## src/rtl/ift_trace_recorder.sv

```systemverilog
// ift_trace_recorder: change-compressed trace sink for IFT flop/latch harnesses.
// Each clock it samples {d_in, t_in}. A sample is stored in a circular buffer
// only when it differs from the last stored sample. The first sample after
// the trigger is always stored. Entries are drained through a valid/ready port.
// Optional feature: define TRACE_TIMESTAMP_EN to add a free-running 16-bit
// cycle stamp to every entry and expose it on rd_ts.
module ift_trace_recorder #(
  parameter int DATA_W  = 2,
  parameter int TAINT_W = 32,
  parameter int DEPTH   = 16
) (
  input  logic                     clk,
  input  logic                     rst_n,
  input  logic                     start,
  input  logic                     stop,
  input  logic                     clear,
  input  logic                     trig_taint,
  input  logic [DATA_W-1:0]        d_in,
  input  logic [TAINT_W-1:0]       t_in,
  output logic                     rd_valid,
  input  logic                     rd_ready,
  output logic [DATA_W-1:0]        rd_data,
  output logic [TAINT_W-1:0]       rd_taint,
`ifdef TRACE_TIMESTAMP_EN
  output logic [15:0]              rd_ts,
`endif
  output logic [$clog2(DEPTH):0]   count,
  output logic                     full,
  output logic                     overflow,
  output logic [1:0]               state
);

  localparam int AW = $clog2(DEPTH);
  localparam int CW = AW + 1;
  localparam int SW = DATA_W + TAINT_W;
  localparam logic [CW-1:0] DEPTH_C = CW'(DEPTH);

  typedef enum logic [1:0] {
    S_IDLE    = 2'd0,
    S_ARMED   = 2'd1,
    S_RECORD  = 2'd2,
    S_STOPPED = 2'd3
  } state_t;

  typedef struct packed {
    logic [DATA_W-1:0]  d;
    logic [TAINT_W-1:0] t;
`ifdef TRACE_TIMESTAMP_EN
    logic [15:0]        ts;
`endif
  } entry_t;

  state_t         st;
  entry_t         mem [DEPTH];
  entry_t         head;
  entry_t         wr_entry;
  logic [AW-1:0]  wr_ptr, rd_ptr;
  logic [CW-1:0]  cnt;
  logic [SW-1:0]  last, cur;
  logic           ovf;
  logic           trig, want, want_wr, push, pop, drop;
`ifdef TRACE_TIMESTAMP_EN
  logic [15:0]    ts;
`endif

  assign cur      = {d_in, t_in};
  assign rd_valid = (cnt != '0);
  assign full     = (cnt == DEPTH_C);
  assign count    = cnt;
  assign overflow = ovf;
  assign state    = st;
  assign head     = mem[rd_ptr];

  // Head entry is shown directly; it is forced to zero while the buffer is empty.
  always_comb begin
    rd_data  = '0;
    rd_taint = '0;
`ifdef TRACE_TIMESTAMP_EN
    rd_ts    = '0;
`endif
    if (rd_valid) begin
      rd_data  = head.d;
      rd_taint = head.t;
`ifdef TRACE_TIMESTAMP_EN
      rd_ts    = head.ts;
`endif
    end
  end

  // Capture decision. Clear and stop suppress any same-cycle sample.
  // When full, a push is accepted only if a pop frees the head slot in the same cycle.
  always_comb begin
    trig    = trig_taint ? (|t_in) : 1'b1;
    want    = ((st == S_ARMED) && trig) || ((st == S_RECORD) && (cur != last));
    want_wr = rst_n && !clear && !stop && want;
    pop     = rd_valid && rd_ready;
    push    = want_wr && (!full || pop);
    drop    = want_wr && full && !pop;
    wr_entry.d  = d_in;
    wr_entry.t  = t_in;
`ifdef TRACE_TIMESTAMP_EN
    wr_entry.ts = ts;
`endif
  end

  // Trace storage. This block needs no reset because reads are gated by count.
  always_ff @(posedge clk) begin
    if (push) mem[wr_ptr] <= wr_entry;
  end

`ifdef TRACE_TIMESTAMP_EN
  // Free-running cycle stamp. It runs in every state and wraps naturally.
  always_ff @(posedge clk) begin
    if (!rst_n) ts <= '0;
    else        ts <= ts + 16'd1;
  end
`endif

  // Control FSM, pointers and occupancy. Priority: reset > clear > stop > start > capture.
  always_ff @(posedge clk) begin
    if (!rst_n) begin
      st     <= S_IDLE;
      wr_ptr <= '0;
      rd_ptr <= '0;
      cnt    <= '0;
      ovf    <= 1'b0;
      last   <= '0;
    end else if (clear) begin
      st     <= S_IDLE;
      wr_ptr <= '0;
      rd_ptr <= '0;
      cnt    <= '0;
      ovf    <= 1'b0;
    end else begin
      if (pop)  rd_ptr <= rd_ptr + 1'b1;
      if (push) begin
        wr_ptr <= wr_ptr + 1'b1;
        last   <= cur;
      end
      case ({push, pop})
        2'b10:   cnt <= cnt + 1'b1;
        2'b01:   cnt <= cnt - 1'b1;
        default: cnt <= cnt;
      endcase
      if (drop) ovf <= 1'b1;

      if (stop) begin
        st <= S_IDLE;
      end else if (start && (st == S_IDLE || st == S_STOPPED)) begin
        st <= S_ARMED;
      end else begin
        case (st)
          S_ARMED:  if (drop) st <= S_STOPPED;
                    else if (push) st <= S_RECORD;
          S_RECORD: if (drop) st <= S_STOPPED;
          default:  st <= st;
        endcase
      end
    end
  end

endmodule

```

## config.mk

```make
export PLATFORM = sky130hd
export DESIGN_NAME = ift_trace_recorder
export DESIGN_NICKNAME = d
export VERILOG_FILES = /design/src/rtl/ift_trace_recorder.sv
export SDC_FILE = /design/constraint.sdc
export NUM_CORES = 1
export LEC_CHECK = 0
export BUFFER_PORTS_ARGS = -buffer_cell sky130_fd_sc_hd__buf_4
export CORE_ASPECT_RATIO = 1.75
export CORE_UTILIZATION = 25
export CTS_CLUSTER_SIZE = 24
export DETAILED_ROUTE_END_ITERATION = 16
export PLACE_DENSITY = 0.41
export SLEW_MARGIN = 20
export SYNTH_ARGS = -nofsm -noshare
export SYNTH_HDL_FRONTEND = slang
export SYNTH_SLANG_ARGS = --single-unit
```

## constraint.sdc

```tcl
create_clock -name clk -period 8.75 [get_ports clk]
set_clock_uncertainty 0.15 [all_clocks]
set_input_delay 1.3125 -clock clk [delete_from_list [all_inputs] [get_ports clk]]
set_output_delay 1.3125 -clock clk [all_outputs]
set_load 0.01 [all_outputs]
```

# Yosys cells after proc, flatten, opt, wreduce, memory -nomap -nowiden

Memory sizes are Yosys's and may differ from the RTL's. A register that Yosys moved wholly into a read port is not among the register bits.
Index checks and enable logic that the tools add are counted.
W data, S select, Z words.

Register bits: 50
Memory bits (writable): 544
Input bits: 41
Output and inout bits: 44
Word-level logic and storage cells: 67
Memories kept: 1

Memories:

| name | depth | width | read ports | clocked after Yosys merged registers in | write ports | RTL line | source |
|---|---|---|---|---|---|---|---|
| mem  | 16    | 34    | 1          | 1                                       | 1           | 54       | `entry_t mem [DEPTH];` |

$add $sub $neg: 4
Equal/unequal tests: 11
Mux-type cells: 13
Bitwise operators: 2
Reductions and logical operators: 29

Operator list:

| kind                  | number |
|---|---|
| $ne A34 B34 Y1        | 1 |
| $mux W32              | 1 |
| $reduce_or A32 Y1     | 1 |
| $logic_and A1 B1 Y1   | 10 |
| $pmux W5 S2           | 1 |
| $add A4 B1 Y4 const B | 2 |
| $mux W2               | 4 |
| $mux W4               | 2 |
| $eq A2 B2 Y1 const B  | 3 |
| $reduce_and A3 Y1     | 2 |
| $add A5 B1 Y5 const B | 1 |
| $eq A5 B5 Y1 const B  | 1 |
| $reduce_bool A5 Y1    | 1 |
| $sub A5 B1 Y5 const B | 1 |
| $eq A2 B1 Y1 const B  | 2 |
| $logic_not A1 Y1      | 4 |
| $mux W1               | 4 |
| $ne A4 B3 Y1 const B  | 1 |
| $pmux W2 S2           | 1 |
| $reduce_bool A2 Y1    | 2 |
| $reduce_or A4 Y1      | 1 |
| $logic_or A1 B1 Y1    | 3 |
| $ne A3 B2 Y1 const B  | 1 |
| $ne A3 B3 Y1 const B  | 1 |
| other kinds (7)       | 8 |

# Logic depth before layout (Yosys ltp)

Gate-level depths: netlist (run 1).

Depth after elaboration: 10
Gate-level depth with buffers: 13

# Least setup slack after synthesis (run 1)

No wires, ideal clock.

Kind: input to register
Start: in clear
End: mem mem[0][0] in the netlist's numbering, enable pin
Library setup time: 0.468 ns
Arrival time: 4.869 ns
Data required time: 8.132 ns
Slack: 3.263 ns
Stages: 9
Buffers on the path: 2
Path through: nand2b_1 -> buf_2 -> nor2_4 -> nand2_1 -> a41o_1 -> a21oi_1 -> clkbuf_1 -> nand2_1 -> nor3_1

Word-level cells in the longest chain between the ends: 7

Ends and longest elaborated chain:

| what                              | RTL line | source |
|---|---|---|
| from (decl)                       | 16       | `input logic clear,` |
| $logic_not A1 Y1                  | 95       | `want_wr = rst_n && !clear && !stop && want;` |
| $logic_and A1 B1 Y1 (3 in series) | 95       |  |
| $logic_and A1 B1 Y1               | 97       | `push = want_wr && (!full \|\| pop);` |
| $mux W1                           | 108      | `if (push) mem[wr_ptr] <= wr_entry;` |
| $mux W1 (not written as such)     | 108      |  |
| to (decl)                         | 54       |  |

No other way between the ends.

==> results of run 1 <==
==> cells in the mapped netlist, types with 3 or more instances <==
library cell | number | area share [%]
xnor2_1 | 36 | 1.3
xor2_1 | 5 | 0.19
buf_6 | 7 | 0.34
dfxtp_1 | 54 | 4.6
nor3_1 | 10 | 0.21
and3_1 | 9 | 0.24
clkbuf_1 | 23 | 0.37
nor2b_1 | 6 | 0.16
ha_1 | 11 | 0.59
edfxtp_1 | 544 | 69
inv_1 | 5 | 0.080
nand4_1 | 11 | 0.29
nand2_1 | 81 | 1.3
mux2i_1 | 3 | 0.13
nor2_1 | 14 | 0.22
mux4_2 | 170 | 16
and2_1 | 36 | 0.96
a21oi_1 | 7 | 0.15
nor4_1 | 6 | 0.16
buf_1 | 8 | 0.13
buf_2 | 18 | 0.38
nand3_1 | 3 | 0.064
a21boi_1 | 34 | 1.1
==> stage by stage <==
| stage | cell area (µm²) | hold WS, ns | total power (W) | worst slack, ns | utilization (%) |
|---|---|---|---|---|---|
| floorplan | 23520 | 0.2968 | 0.003200 | 3.263 | - |
| global placement | 25640 | 0.3028 | 0.003271 | 3.304 | 27.53 |
| detailed placement | 25640 | 0.3105 | 0.003274 | 3.181 | 27.53 |
| CTS | 27390 | 0.3186 | 0.005693 | 3.596 | 29.40 |
| global route | 27420 | 0.3332 | 0.005780 | 3.596 | 29.43 |
| finish | 27430 | 0.3159 | 0.005604 | 3.766 | 29.44 |
==> power by group through the flow <==
stage	Combinational (W)	Clock, W	Sequential, W
finish	0.0000966	0.00240	0.00311
global route	0.000107	0.00256	0.00311
CTS	0.000100	0.00248	0.00311
detailed placement	0.000100	0	0.00317
global placement	0.0000979	0	0.00317
floorplan	0.0000244	0	0.00318
==> cell type report <==
class | count | area, µm² | area share (%)
inverter | 5 | 18.77 | 0.06843
tap | 1200 | 1501 | 5.475
multi-input combinational | 475 | 5846 | 21.31
antenna | 5 | 12.51 | 0.04562
clock buffer | 73 | 1496 | 5.456
timing repair buffer | 112 | 873.3 | 3.184
clock inverter | 27 | 247.7 | 0.9033
sequential | 598 | 17430 | 63.55
==> path summary, 6_finish.rpt <==
path	start	endpoint	slack (ns)
min	last[24]$_SDFFE_PN0P_	last[24]$_SDFFE_PN0P_	0.32
min reg2reg	last[24]$_SDFFE_PN0P_	last[24]$_SDFFE_PN0P_	0.32
max reg2reg	last[2]$_SDFFE_PN0P_	mem[9][3]$_DFFE_PP_	5.31
max	register	rd_taint[30]	3.77
==> logic make-up after synthesis <==
| family | Yosys count |
|---|---|
| DFF | 598 |
| and+or+nand+nor | 190 |
| muxes | 174 |
| buffers and inverters | 63 |
| AOI/OAI and AO/OA | 58 |
| xor gates and xnor gates | 41 |
| adders and majority gates | 12 |
==> routing by layer <==
metal / track usage, % / up-vias / routed length, µm
met3: 1.895 / 100 / 2128
met2: 24.24 / 201 / 33500
met4: 4.142 / 2 / 1708
met1: 15.07 / 6036 / 23540
met5: 0 / - / 15
li1: - / 4840 / -
==> state kept, by name (all words and copies together), names as in the netlist, named ones only <==
name and count:
count 5, last 34, mem 544, overflow 1, rd_ptr 4, state 2, wr_ptr 4
==> critical path: cells and delay by family (launching register included) <==
kind	cells	cell delay [ns]
flip-flops	1	0.78
AND/OR/NAND/NOR	1	0.19
multiplexers	2	0.97
buffers and inverters	2	0.93
==> metrics.yaml, run 1 <==
status:
  status: "complete, but fails checks"
  failed_checks: "design-rule violations"
worst_setup_path:
  start_kind: "register"
  crit_fanout: 49
  endpoint_kind: "output pin"
  path_class: "reg -> out"
  cpPeakStageDelay_ns: 0.79
  cp_slowest_cell: "buf_4"
  r2r_cells: 8
  path_cells: "buf_4 -> mux4_2 -> mux4_2 -> and2_1 -> buf_4"
  arrival_ns: 3.52
  cp_data_required_time_ns: 7.29
logic_synthesis:
  synth_fa_ha_area_share_pct: 0.6704
  synth_compound_area_share_pct: 1.836
  yosys.area_share.simple_pct: 4.092
  synth_mux_area_share_pct: 16.46
  synthesis.area_um2: 23520
  async_flop_share_pct: 0
  syn-num-nets: 1189
  synth-seq-cells: 598
  synth_xor_area_share_pct: 1.527
  synth_top_family_by_area: "multiplexers"
  synth.distinct_cells: 50
  avgSynthCellArea_um2: 20.70
  synth_warnings: 0
  synth_edf_count: 544
  syn-instance-count: 1136
  synth_ff_type: "edfxtp_1"
  synth_seq_area_share_pct: 74.06
timing:
  worst_pin_slew_ns: 0.9786
  finalSetupViolations: 0
  hold_viol: 0
  finalCriticalPeriod_ns: 4.984
  grt_setup_unrepaired: "false"
  fin_crit_sh_pct: 56.96
  slew_headroom_pct: 34.76
  setup_tns_ns: 0
  finalMaxSlewViolations: 0
  max_freq_ghz: 0.2006
pwr:
  power.switching_w: 0.001123
  intPower_w: 0.004481
  irDropWorstVdd_v: 0.0001467
  p_clk_share_pct: 42.8
  sw_frac_of_total_pct: 20.04
  combPwrFrac_pct: 1.7
  seqPwrFrac_pct: 55.5
  power_leakage_nw: 8.255
  p_per_area_nw_per_um2: 204.3
die:
  core_um2: 93140
  die_h_um: 407.7
  start_util_pct: 25.25
  dieArea_um2: 95340
  die_w_um: 233.8
  ios: 85
  rows: 148
layout:
  area_growth_pct: 16.62
  fin_cells: 2495
  layout_commonest_cell: "edfxtp_1"
  fin_nets: 1300
  drive_above_1_share_pct: 29.38
  mostFrequentLayoutCells: "edfxtp_1, mux4_2, buf_4"
  fill_cells: 9073
routing:
  routed_via_density: 4.481
  drt_iter0_markers: 785
  wl_per_cell_um: 24.41
  ant_nets: 0
  routed_wl_um: 60900
  vias: 11180
  firstDrtPassIters: 12
  drcViolationCount: 5
hold_path:
  hold_depth: 2
  hold_class: "reg -> reg"
clock_network:
  numCtsBuffers: 55
  clk_latency_ns: 0.60
  cts.sink_count: 598
  cts_resized: 0
  cts_hold_buf: 0
  tritoncts: "done"
  cts_setup_buffers: 0
  clk_pin_slew_worst_paths_ns: 0.06
  clockRootBuffer: "clkbuf_16"
  htree_levels: 2
  clk_path_buf_depth: 3
job:
  cap_violations: 0
placement:
  portBuffers: 84
  dp.cells: 2389
  dp_hpwl_um: 35570
  gp_congestion: 0.7282
global_route:
  grt_overflow: 0
  grt_usage_pct: 13.04
  grt_pass1_wl_um: 89360
  grt_pass1_vias: 12490
  grt_max_degree: 88
  grt_antenna_before_repair: 3
Power figures use the tool's default switching activity.
==> run 2: changes to the inputs <==
Settings changed: ABC_AREA set to 1, PLACE_DENSITY 0.41 to 0.42.
Clock period 8.75 ns to 4.3 ns, I/O delays scaled along.
==> run 2 against run 1 <==
- the run now ends clean
- combinational power grew 140%
- die area rose by 1.4%
- final area is 2.0% higher
- global-route usage rose by 2.7 points
- flip-flop and latch count is the same
==> metrics.yaml, run 2 <==
worst_setup_path:
  rrSetupSlack_ns: 1.33  # was 5.31 ns
  arrival_ns: 3.16  # was 3.52 ns
  crit_family: "compound AO/OA/AOI/OAI gates"  # was multiplexers
  r2r_start: "last[32]$_SDFFE_PN0P_"  # was last[2]$_SDFFE_PN0P_
  cp_data_required_time_ns: 3.50  # was 7.29 ns
  start_kind: "register"  # unchanged
  endpoint_kind: "output pin"  # unchanged
  cpMostUsedCell: "buf_4"
  cp_slowest_cell: "buf_4"  # unchanged
  path_class: "reg -> out"  # unchanged
  timing.critical_path.buf_inv: 2  # unchanged
  path_cells: "buf_4 -> o21ai_0 -> o221ai_1 -> nand3_1 -> a21oi_1 -> buf_4"  # was buf_4 -> mux4_2 -> mux4_2 -> and2_1 -> buf_4
  crit_fanout: 72  # was 49
  cpPeakStageDelay_ns: 0.75  # was 0.79 ns
pwr:
  irDropWorstVdd_v: 0.0003014  # was 0.0001467 V
  p_total_w: 0.01138  # was 0.005604 W
  power_leakage_nw: 9.171  # was 8.255 nW
  p_per_area_nw_per_um2: 406.9  # was 204.3 nW/µm²
die:
  ios: 85  # unchanged
  die_h_um: 410.5  # was 407.7 µm
  rows: 149  # was 148
  dieArea_um2: 96630  # was 95340 µm²
  die_w_um: 235.4  # was 233.8 µm
  core_um2: 94330  # was 93140 µm²
  start_util_pct: 25.27  # was 25.25%
global_route:
  grt_max_degree: 98  # was 88
  grt_overflow: 0  # unchanged
  grt_pass1_wl_um: 111200  # was 89360 µm
  grt_antenna_before_repair: 5  # was 3
  grt_usage_pct: 15.71  # was 13.04%
  grt_pass1_vias: 16010  # was 12490
clock_network:
  cts_resized: 0  # unchanged
  clk_path_buf_depth: 3  # unchanged
  htree_levels: 2  # unchanged
  clk_latency_ns: 0.61  # was 0.60 ns
  cts.sink_count: 598  # unchanged
  numCtsBuffers: 54  # was 55
  cts_setup_buffers: 0  # unchanged
  tritoncts: "done"  # unchanged
  clockRootBuffer: "clkbuf_16"  # unchanged
  clk_pin_slew_worst_paths_ns: 0.07  # was 0.06 ns
  cts_hold_buf: 0  # unchanged
logic_synthesis:
  synth-seq-cells: 598  # unchanged
  yosysTopAreaCellShare_pct: 68.53  # was 69.47%
  async_flop_share_pct: 0  # unchanged
  avgSynthCellArea_um2: 12.64  # was 20.70 µm²
  synth_common_cells: "edfxtp_1, nor2_1, o21ai_0, o221ai_1, clkbuf_1"  # was edfxtp_1, mux4_2, nand2_1, dfxtp_1
  synth_seq_area_share_pct: 73.07  # was 74.06%
  yosysMostFrequentCell: "edfxtp_1"  # unchanged
  synth_edf_count: 544  # unchanged
  syn-num-nets: 1939  # was 1189
  synth_warnings: 0  # unchanged
  ys_top_cells_by_area: "edfxtp_1, o21ai_0, nor2_1"  # was edfxtp_1, mux4_2, dfxtp_1
  synthesis.area_um2: 23840  # was 23520 µm²
  syn-instance-count: 1886  # was 1136
  synth_ff_type: "edfxtp_1"  # unchanged
  synth.distinct_cells: 37  # was 50
  yosysTopAreaCell: "edfxtp_1"  # unchanged
placement:
  post-place-ws_ns: 0.6058  # was 3.181 ns
  gp_congestion: 0.7636  # was 0.7282
  portBuffers: 84  # unchanged
  dp_hpwl_um: 44350  # was 35570 µm
  dp.cells: 3123  # was 2389
timing:
  fin_crit_sh_pct: 91.99
  max_freq_ghz: 0.2528
  timing.hold.ws_ns: 0.1465  # was 0.3159 ns
  fin_ws_ns: 0.3446  # was 3.766 ns
  finalMaxSlewViolations: 0  # unchanged
  finalCriticalPeriod_ns: 3.955
  slew_headroom_pct: 33.47  # was 34.76%
  setup_tns_ns: 0  # unchanged
  worst_pin_slew_ns: 0.9980  # was 0.9786 ns
  grt_setup_unrepaired: "false"  # unchanged
  finalSetupViolations: 0  # unchanged
  hold_viol: 0  # unchanged
job:
  cap_violations: 0  # unchanged
routing:
  drt_iter0_markers: 1155  # was 785
  wl_per_cell_um: 23.73  # was 24.41 µm
  firstDrtPassIters: 5  # was 12
  routed_wl_um: 76540  # was 60900 µm
  drcViolationCount: 0  # was 5
  routed_via_density: 4.866  # was 4.481
  ant_nets: 0  # unchanged
  vias: 15700  # was 11180
layout:
  layout_commonest_cell: "edfxtp_1"  # unchanged
  largest-register: "mem"  # unchanged
  area_growth_pct: 17.35  # was 16.62%
  fill_cells: 9558  # was 9073
  drive_above_1_share_pct: 13.44  # was 29.38%
  mostFrequentLayoutCells: "edfxtp_1, nor2_1, o21ai_0"  # was edfxtp_1, mux4_2, buf_4
  fin_nets: 2024  # was 1300
  fin_cells: 3226  # was 2495
  largest_reg_flops: 544  # unchanged
hold_path:
  min-delay-start: "d_in[0]"  # was last[24]$_SDFFE_PN0P_
  hold_class: "in -> reg"  # was reg -> reg
status:
  status: "finished clean"  # was complete, but fails checks
==> run 2: area by class of cell <==
class | instances | area [µm²] | share of cell area, %
clock inverters | 31 | 266.5 | 0.9527
well taps | 1208 | 1511 | 5.403
repair buffers | 154 | 1306 | 4.670
clock buffers | 71 | 1445 | 5.166
inverters | 42 | 166.4 | 0.5949
diodes | 1 | 2.502 | 0.008946
flip-flops and latches | 598 | 17430 | 62.30
multi-input cells | 1121 | 5847 | 20.90
==> run 2: logic make-up (layout without fill, tap and decap cells) <==
group	count (synthesis)	in the layout	synth area share [%]
DFF	598	598	73.07
and+or+nand+nor	554	554	9.417
AOI/OAI and AO/OA	526	526	12.88
buffers and inverters	167	298	2.908
xor gates and xnor gates	29	29	1.066
adders and majority gates	12	12	0.6614
other	0	1	0
==> run 2: worst paths after layout <==
| path | end | cells after the start |
|---|---|---|
| max | rd_taint[15] | 6 |
| min reg2reg | last[27]$_SDFFE_PN0P_ | 2 |
| max reg2reg | mem[9][9]$_DFFE_PP_ | 12 |
| min | mem[1][32]$_DFFE_PP_ | 1 |
==> run 2: per-layer routing <==
metal  GRT usage [%]  vias up  part of all wire, %
li1                -     7145                    -
met3           1.950      116                  3.8
met5               0        -                0.059
met2           28.63      362                   52
met4           5.803        6                  3.3
met1           18.75     8070                   41
==> run 2: worst reg2reg max path, cell delays in order, from the launching register on <==
cell and delay, ns:
dfxtp_1 0.34, xor2_1 0.29, nor2_1 0.07, nand3_1 0.12, nor2_1 0.06, nand2_1 0.10
nand2_1 0.07, nand2_2 0.11, nand2_4 0.10, nor2_8 0.22, nand2_1 0.28, nor2_4 0.49
buf_4 0.27
==> run 2: stage by stage <==
| stage | area (µm²) | util (%) |
|---|---|---|
| 6_report | 27970 | 29.65 |
| 5_1_grt | 27970 | 29.65 |
| 4_1_cts | 27970 | 29.65 |
| 3_5_place_dp | 26260 | 27.84 |
| 3_3_place_gp | 26260 | 27.84 |
| 2_1_floorplan | 23840 | - |
==> run 2: where the power goes <==
| group | switching, W | internal [W] | total (W) |
|---|---|---|---|
| Sequential | 0.00000309 | 0.00633 | 0.00633 |
| Clock | 0.00220 | 0.00262 | 0.00482 |
| Combinational | 0.000171 | 0.0000622 | 0.000233 |
| Total | 0.00238 | 0.00901 | 0.0114 |
==> run 3: changes to the inputs <==
Settings changed: PLACE_DENSITY 0.42 to 0.5.
==> run 3 against run 2 <==
- global-route usage down 1.1 points
- critical path depth grew 1
- non-clock buffer count fell by 6
- die area is the same
- worst hold slack gained 0.053 ns
- routed wire length down 6.2%
- via count about the same
- final area shrank 0.72%
- sequential power hardly changed
- first-iteration DRC count up 7.3%
- fmax rose by 3.9%
- largest power group unchanged
==> metrics.yaml, run 3 (synthesis gave the netlist of run 2 again) <==
placement:
  portBuffers: 84  # unchanged
  dp_hpwl_um: 40890  # was 44350 µm
  dp.cells: 3117  # was 3123
  dpl-instance-area_um2: 26160  # was 26260 µm²
  gp_congestion: 0.7542  # was 0.7636
global_route:
  grt_antenna_before_repair: 4  # was 5
  grt_max_degree: 117  # was 98
  grt_usage_pct: 14.60  # was 15.71%
  grt_overflow: 0  # unchanged
  grt_pass1_vias: 15690  # was 16010
  grt_pass1_wl_um: 104800  # was 111200 µm
timing:
  finalCriticalPeriod_ns: 3.808  # was 3.955 ns
  slew_headroom_pct: 49.05  # was 33.47%
  finalSetupViolations: 0  # unchanged
  hold_viol: 0  # unchanged
  finalMaxSlewViolations: 0  # unchanged
  fin_crit_sh_pct: 88.56  # was 91.99%
  setup_tns_ns: 0  # unchanged
  max_freq_ghz: 0.2626  # was 0.2528 GHz
  worst_pin_slew_ns: 0.7642  # was 0.9980 ns
  grt_setup_unrepaired: "false"  # unchanged
routing:
  firstDrtPassIters: 5  # unchanged
  vias: 15710  # was 15700
  drcViolationCount: 0  # unchanged
  topRoutingLayerUsed: "met5"  # unchanged
  routed_via_density: 4.889  # was 4.866
  routed_wl_um: 71800  # was 76540 µm
  wl_met3_um: 3247  # was 2922 µm
  wl_per_cell_um: 22.35  # was 23.73 µm
  dr_wl_met2_um: 37110  # was 39870 µm
  ant_nets: 0  # unchanged
  drt_iter0_markers: 1239  # was 1155
  met1_length_um: 28930  # was 31200 µm
pwr:
  p_clk_share_pct: 40.9  # was 42.3%
  intPower_w: 0.008842  # was 0.009007 W
  irDropWorstVdd_v: 0.0003090  # was 0.0003014 V
  combPwrFrac_pct: 2.1  # was 2.0%
  sw_frac_of_total_pct: 20.43  # was 20.87%
  p_per_area_nw_per_um2: 400.1  # was 406.9 nW/µm²
  power_leakage_nw: 9.084  # was 9.171 nW
  seqPwrFrac_pct: 57.0  # was 55.6%
  power.switching_w: 0.002270  # was 0.002376 W
clock_network:
  numCtsBuffers: 52  # was 54
  cts_resized: 0  # unchanged
  clk_latency_ns: 0.60  # was 0.61 ns
  tritoncts: "done"  # unchanged
  cts_setup_buffers: 0  # unchanged
  htree_levels: 2  # unchanged
  cts_hold_buf: 0  # unchanged
  clk_pin_slew_worst_paths_ns: 0.06  # was 0.07 ns
  clk_path_buf_depth: 3  # unchanged
  cts.sink_count: 598  # unchanged
  clockRootBuffer: "clkbuf_16"  # unchanged
die:
  start_util_pct: 25.27  # unchanged
  ios: 85  # unchanged
  die_h_um: 410.5  # unchanged
  core_um2: 94330  # unchanged
  rows: 149  # unchanged
  dieArea_um2: 96630  # unchanged
  die_w_um: 235.4  # unchanged
worst_setup_path:
  arrival_ns: 3.01  # was 3.16 ns
  cp_data_required_time_ns: 3.50  # about the same
  start_kind: "register"  # unchanged
  endpoint_kind: "output pin"  # unchanged
  crit_fanout: 69  # was 72
  path_class: "reg -> out"  # unchanged
layout:
  diodes: 0  # was 1
  layout_commonest_cell: "edfxtp_1"  # unchanged
  fin_area_um2: 27770  # was 27970 µm²
  largest-register: "mem"  # unchanged
  area_growth_pct: 16.51  # was 17.35%
  largest_reg_flops: 544  # unchanged
  mostFrequentLayoutCells: "edfxtp_1, nor2_1, o21ai_0"  # unchanged
  drive_above_1_share_pct: 13.02  # was 13.44%
  fin_cells: 3213  # was 3226
  fin_nets: 2016  # was 2024
hold_path:
  hold_class: "in -> reg"  # unchanged
status:
  status: "finished clean"  # unchanged
job:
  cap_violations: 0  # unchanged
==> run 3: cell types whose count changed in the layout (fill, tap and decap cells not counted), sizes merged <==
cell,change
diode,-1
clkbuf,-4
clkinvlp,+1
bufinv,-1
buf,-6
inv,-2
==> run 3: path summary, 6_finish.rpt <==
path	startpoint	to	slack [ns]	cells past startpoint
worst min-delay path	t_in[9]	mem[4][9]$_DFFE_PP_	0.20	1
worst max register to register	last[32]$_SDFFE_PN0P_	mem[4][2]$_DFFE_PP_	1.30	12
worst min register to register	last[22]$_SDFFE_PN0P_	last[22]$_SDFFE_PN0P_	0.33	2
worst max-delay path	register	rd_taint[30]	0.49	7
==> run 3: layer usage <==
layer / global-route usage, % / up-vias
met4: 5.882 / 8
met2: 26.38 / 454
met1: 17.48 / 8014
li1: - / 7111
met3: 1.761 / 120
met5: 0 / -
==> run 3: power groups by stage <==
stage / Combinational [W] / Clock (W) / Sequential, W
finish: 0.000229 / 0.00455 / 0.00633
global route: 0.000249 / 0.00481 / 0.00633
CTS: 0.000232 / 0.00465 / 0.00633
detailed placement: 0.000231 / 0 / 0.00646
global placement: 0.000225 / 0 / 0.00646
floorplan: 0.0000650 / 0 / 0.00646
==> run 3: final cells by class <==
| class | count | area, µm² |
|---|---|---|
| fill | 9527 | 66560 |
| sequential | 598 | 17430 |
| multi-input combinational | 1121 | 5847 |
| tap | 1208 | 1511 |
| clock buffer | 67 | 1378 |
| timing repair buffer | 148 | 1211 |
| clock inverter | 29 | 234.0 |
| inverter | 42 | 166.4 |
==> run 3: critical path: stages, from the launching register on <==
cell	delay, ns
dfxtp_4	0.45
inv_6	0.47
buf_4	0.50
o21ai_0	0.14
o221ai_1	0.21
nand3_1	0.15
a21oi_1	0.26
buf_4	0.17
==> run 3: metrics by stage <==
| step | setup slack, ns | total power, W | util [%] | hold WS [ns] |
|---|---|---|---|---|
| finish | 0.4921 | 0.01111 | 29.44 | 0.1996 |
| global route | 0.2743 | 0.01139 | 29.44 | 0.1919 |
| CTS | 0.4501 | 0.01122 | 29.44 | 0.1771 |
| detailed placement | 0.7444 | 0.006693 | 27.73 | 0.3228 |
| global placement | 0.6573 | 0.006686 | 27.73 | 0.3096 |
| floorplan | 0.5598 | 0.006529 | - | 0.2914 |
